### config.mk
export PLATFORM = sky130hd
export DESIGN_NAME = sysid_verify_ctrl
export DESIGN_NICKNAME = d
export VERILOG_FILES = /design/src/rtl/sysid_verify_ctrl.sv
export SDC_FILE = /design/constraint.sdc
export NUM_CORES = 1
export LEC_CHECK = 0
export CAP_MARGIN = 20
export CORE_UTILIZATION = 36
export CTS_CLUSTER_DIAMETER = 30
export DETAILED_ROUTE_END_ITERATION = 6
export PLACE_DENSITY = 0.67
export SKIP_LAST_GASP = 1
export SLEW_MARGIN = 20
export SYNTH_ARGS = -nofsm -noshare
export SYNTH_HDL_FRONTEND = slang
export SYNTH_SLANG_ARGS = --single-unit
### constraint.sdc
create_clock -name clock -period 1.7 [get_ports clock]
set_clock_uncertainty 0.1 [all_clocks]
set_input_delay 0.17 -clock clock [delete_from_list [all_inputs] [get_ports clock]]
set_output_delay 0.17 -clock clock [all_outputs]
set_load 0.005 [all_outputs]
### src/rtl/sysid_verify_ctrl.sv
// Reads the two-word system-ID slave (ID, then timestamp), compares both against
// build-time constants and reports the result through a 4-word control/status slave.
module sysid_verify_ctrl #(
  parameter logic [31:0] EXPECTED_ID  = 32'd0,
  parameter logic [31:0] EXPECTED_TS  = 32'd1525092812,
  parameter int unsigned READ_LATENCY = 0,
  parameter bit          AUTO_START   = 1'b1
) (
  input  logic        clock,
  input  logic        reset_n,
  output logic        sid_address,
  input  logic [31:0] sid_readdata,
  input  logic [1:0]  ctl_address,
  input  logic        ctl_read,
  input  logic        ctl_write,
  input  logic [31:0] ctl_writedata,
  output logic [31:0] ctl_readdata,
  output logic        done,
  output logic        id_ok
);

  typedef enum logic [1:0] {
    S_IDLE  = 2'd0,
    S_RD_ID = 2'd1,
    S_RD_TS = 2'd2,
    S_DONE  = 2'd3
  } state_e;

  // With AUTO_START the reset state is already RD_ID, so the first post-reset
  // cycle is the first ID sample cycle.
  localparam state_e     RESET_STATE = AUTO_START ? S_RD_ID : S_IDLE;
  localparam logic [3:0] LAT_LAST    = 4'(READ_LATENCY);

  state_e      state_q;
  logic [3:0]  lat_cnt_q;
  logic        sid_address_q;
  logic [31:0] ctl_readdata_q;
  logic        done_q;
  logic        id_ok_q;
  logic        id_match_q;
  logic        ts_match_q;
  logic [31:0] cap_id_q;
  logic [31:0] cap_ts_q;
  logic [7:0]  run_count_q;

  logic        busy;
  logic        ctl_wr0;
  logic        start_req;
  logic        clr_req;
  logic [31:0] rd_data_d;
  logic        unused_wdata;

  assign busy         = (state_q == S_RD_ID) || (state_q == S_RD_TS);
  assign ctl_wr0      = ctl_write && (ctl_address == 2'd0);
  assign start_req    = ctl_wr0 && ctl_writedata[0];
  assign clr_req      = ctl_wr0 && ctl_writedata[1];
  assign unused_wdata = ^ctl_writedata[31:2];

  // NOTE: every output of a combinational block gets a default first, so no
  // path through the case leaves it unassigned and no latch is inferred.
  always_comb begin
    rd_data_d = '0;
    case (ctl_address)
      2'd0: rd_data_d = {26'b0, id_ok_q, ts_match_q, id_match_q, done_q, busy, 1'b0};
      2'd1: rd_data_d = cap_id_q;
      2'd2: rd_data_d = cap_ts_q;
      2'd3: rd_data_d = {24'b0, run_count_q};
      default: rd_data_d = '0;
    endcase
  end

  always_ff @(posedge clock) begin
    if (!reset_n) begin
      state_q        <= RESET_STATE;
      lat_cnt_q      <= '0;
      sid_address_q  <= 1'b0;
      ctl_readdata_q <= '0;
      done_q         <= 1'b0;
      id_ok_q        <= 1'b0;
      id_match_q     <= 1'b0;
      ts_match_q     <= 1'b0;
      cap_id_q       <= '0;
      cap_ts_q       <= '0;
      run_count_q    <= '0;
    end else begin
      if (ctl_read) begin
        ctl_readdata_q <= rd_data_d;
      end

      // NOTE: non-blocking assignments make the last one in program order win,
      // so the DONE-state set below overrides this software clear.
      if (clr_req) begin
        done_q <= 1'b0;
      end

      case (state_q)
        S_IDLE: begin
          if (start_req) begin
            state_q    <= S_RD_ID;
            lat_cnt_q  <= '0;
            done_q     <= 1'b0;
            id_ok_q    <= 1'b0;
            id_match_q <= 1'b0;
            ts_match_q <= 1'b0;
          end
        end
        S_RD_ID: begin
          if (lat_cnt_q == LAT_LAST) begin
            cap_id_q      <= sid_readdata;
            id_match_q    <= (sid_readdata == EXPECTED_ID);
            lat_cnt_q     <= '0;
            sid_address_q <= 1'b1;
            state_q       <= S_RD_TS;
          end else begin
            lat_cnt_q <= lat_cnt_q + 4'd1;
          end
        end
        S_RD_TS: begin
          if (lat_cnt_q == LAT_LAST) begin
            cap_ts_q      <= sid_readdata;
            ts_match_q    <= (sid_readdata == EXPECTED_TS);
            lat_cnt_q     <= '0;
            sid_address_q <= 1'b0;
            state_q       <= S_DONE;
          end else begin
            lat_cnt_q <= lat_cnt_q + 4'd1;
          end
        end
        S_DONE: begin
          done_q      <= 1'b1;
          id_ok_q     <= id_match_q && ts_match_q;
          run_count_q <= run_count_q + 8'd1;
          state_q     <= S_IDLE;
        end
        default: state_q <= S_IDLE;
      endcase
    end
  end

  assign sid_address  = sid_address_q;
  assign ctl_readdata = ctl_readdata_q;
  assign done         = done_q;
  assign id_ok        = id_ok_q;

endmodule
==> impl_metrics.py <==
metrics = {
    "global_route": {
        "grt_pass1_wl_mm": 21.1,
        "grt_overflow": 0,
        "grt_pass1_vias": 4360,
        "grt_usage_pct": 19.0,
        "antenna_found_initial": 0,
        "grt_max_degree": 117,
    },
    "floorplanning": {
        "fp-row-count": 42,
        "start_util_pct": 37.6,
        "die_h_um": 121,
        "core_area_mm2": 0.0135,
        "die_w_um": 121,
        "dieArea_mm2": 0.0145,
        "num_io_pins": 105,
    },
    "routing": {
        "route.detailed.drc": 0,
        "vias": 4333,
        "first_pass_iters": 5,
        "ant_nets": 0,
        "drt-total-wl_mm": 12.9,
        "vias_per_cell": 5.15,
        "wl_per_cell_um": 15.4,
        "drt_iter0_markers": 349,
    },
    "clock_tree": {
        "clk_pin_slew_ns": 0.05,
        "cts_buffer_depth": 2,
        "cts-root-buf": "clkbuf_16",
        "clk_latency_ns": 0.42,
        "tritoncts": "done",
        "cts.sinks": 115,
        "cts_buffers": 17,
        "htreeDepth": 4,
    },
    "worst_setup_path": {
        "cp_slowest_cell": "clkdlybuf4s50_1",
        "cp.required_ns": 1.43,
        "crit_type": "reg2out",
        "regToRegSetupSlack_ns": 0.07,
        "endpoint_kind": "output port",
        "crit_buf_inv": 1,
        "rr_endpoint": "cap_id_q[2]$_SDFFE_PN0P_",
        "critPathMaxStageDelay_ns": 0.56,
        "startpoint_type": "register",
        "r2r_start": "lat_cnt_q[0]$_SDFFE_PN0P_",
        "reg2reg_depth": 7,
        "path_delay_family": "buffers and inverters",
        "worstPathArrival_ns": 1.39,
        "cp_max_fo": 3,
        "crit_path_cell_trace": "clkdlybuf4s50_1",
    },
    "power_and_ir_drop": {
        "p_int_w": 0.00644,
        "p_leak_nw": 2.84,
        "sequentialPowerShare_pct": 36.4,
        "swShare_pct": 29.4,
        "vdd.ir_drop.worst_mv": 0.719,
        "power.total_w": 0.00912,
        "clockPowerShare_pct": 37.0,
        "power_switching_w": 0.00268,
        "power_frac_comb_pct": 26.6,
        "power_density_mw_per_mm2": 1350,
    },
    "yosys": {
        "yosysUniqueCellTypes": 40,
        "yosysTopAreaCell": "dfxtp_1",
        "ys_ff_latch": 115,
        "synth_top_cells_by_area": "dfxtp_1, nand2_1, a21boi_1",
        "synthArstFlopShare_pct": 0,
        "synth.most_common_cell": "nand2_1",
        "syn_area_mm2": 0.00506,
        "synth-main-ff-cell": "dfxtp_1",
        "synth_top_area_share_pct": 45.5,
        "synth_common_cells": "nand2_1, dfxtp_1, a21boi_1",
        "avgSynthCellArea_um2": 8.98,
        "synth_edf_count": 0,
        "syn-num-nets": 640,
        "syn_inst": 563,
        "ys_warn_count": 0,
        "ys_seq_area_share_pct": 45.5,
    },
    "final_layout": {
        "fin_util_pct": 50.2,
        "stdcell_area_mm2": 0.00675,
        "layout.nets": 732,
        "area_growth_pct": 33.5,
        "drive_gt1_share_pct": 13.5,
        "diodes": 0,
    },
    "min_path": {
        "hp-class": "in2reg",
        "hold-path-endpoint": "ctl_readdata[0]$_SDFFE_PN0P_",
        "hold_depth": 4,
        "min_from": "ctl_read",
    },
    "timing": {
        "finalCritPeriodShare_pct": 97.5,
        "fmax_ghz": 0.604,
        "rsz0062_at_grt": "true",
        "hold_viol": 0,
        "fin_crit_ns": 1.66,
        "setup_viol": 0,
        "setup_ws_ns": 0.0430,
        "slew_headroom_pct": 68.7,
        "drv_slew": 0,
        "finalSetupTns_ns": 0,
        "worst_pin_slew_ns": 0.465,
    },
    "place": {
        "dpl.hpwl_mm": 8.70,
        "postPlaceCellArea_mm2": 0.00614,
        "dp_slack_ns": -0.167,
        "port_buffers": 74,
        "gp_congestion": 0.814,
    },
    "run_status": {
        "status": "complete, no violations",
    },
    "run": {
        "cap_violations": 0,
    },
}
## metrics by stage
step                      cells  hold slack, ns
after floorplan             563           0.205
after global placement      810           0.337
after detailed placement    810           0.344
after CTS                   839           0.162
after global routing        841           0.195
final                       841           0.201
## worst reg2reg max path, delay by kind of cell, from the launching register on
kind | cells | cell delay (ns)
adders and majority gates | 1 | 0.14
buffers and inverters | 2 | 0.24
and+or+nand+nor | 3 | 0.57
AOI/OAI and AO/OA | 1 | 0.19
DFF | 1 | 0.30
## power by group through the flow
stage                     combinational (W)  clock, W  sequential (W)
after floorplan                     0.00149         0         0.00333
after global placement              0.00225         0         0.00334
after detailed placement            0.00231         0         0.00337
after CTS                           0.00234   0.00344         0.00332
after global routing                0.00267   0.00357         0.00336
final                               0.00243   0.00337         0.00332
## routing by layer
metal	routed length [um]	part of all wire (%)	up-vias	GRT usage (%)
li1	-	-	2124	-
met1	5700	44	2058	23.0
met2	6290	49	123	31.6
met3	602	4.7	28	4.58
met4	345	2.7	0	8.95
met5	0	0	-	0
## logic make-up after synthesis
kind of cell / count (synthesis) / synth area share (%)
simple gates: 232 / 20.2
flops: 115 / 45.5
fa+ha+maj: 7 / 1.73
compound gates: 136 / 21.2
xor+xnor: 5 / 0.866
mux: 19 / 5.10
buf+inv: 49 / 5.37
## worst max-delay path by stage
stage	from	to	depth (start not counted)
detailed placement	ctl_address[0]	ts_match_q$_SDFFE_PN0P_	5
floorplan	state_q[0]$_SDFFE_PN1P_	ctl_readdata[1]$_SDFFE_PN0P_	6
global placement	sid_readdata[29]	id_match_q$_SDFFE_PN0P_	6
global route	lat_cnt_q[0]$_SDFFE_PN0P_	cap_ts_q[0]$_SDFFE_PN0P_	8
finish	id_ok$_SDFFE_PN0P_	id_ok	1
CTS	lat_cnt_q[0]$_SDFFE_PN0P_	cap_id_q[8]$_SDFFE_PN0P_	7
## cell type report
class | count | area, um2
sequential | 115 | 2300
clock buffer | 23 | 478
multi-input combinational | 399 | 2510
inverter | 5 | 18.8
tap | 176 | 220
timing repair buffer | 117 | 1140
fill | 1278 | 6700
clock inverter | 6 | 80.1
## sequential cells by signal (all words and copies together), names as in the netlist
name / count
lat_cnt_q: 4
cap_ts_q: 32
id_ok: 1
cap_id_q: 32
id_match_q: 1
sid_address: 1
ctl_readdata: 32
done: 1
ts_match_q: 1
state_q: 2
run_count_q: 8
## cell usage in the layout (no fill, tap or decap), types with 9 or more instances in the layout
master and n:
nand2_1 168, dfxtp_1 114, clkdlybuf4s50_1 72, a21boi_1 60, buf_4 34, o211a_1 28
a22oi_1 27, clkbuf_16 17, nor2_1 12, mux2i_1 10, a21boi_0 9, nand4_1 9
nor2b_1 9
## repair_timing
| item | in CTS | in global routing |
|---|---|---|
| gates resized for setup | 1 | 9 |
| hold buffers | 0 | 0 |
| cloned | 0 | 0 |
| endpoints found under the setup margin | 1 | 67 |
| pin swaps | 0 | 0 |
| setup buffers | 0 | 2 |
No activity file was read; power rests on OpenSTA's default activity.
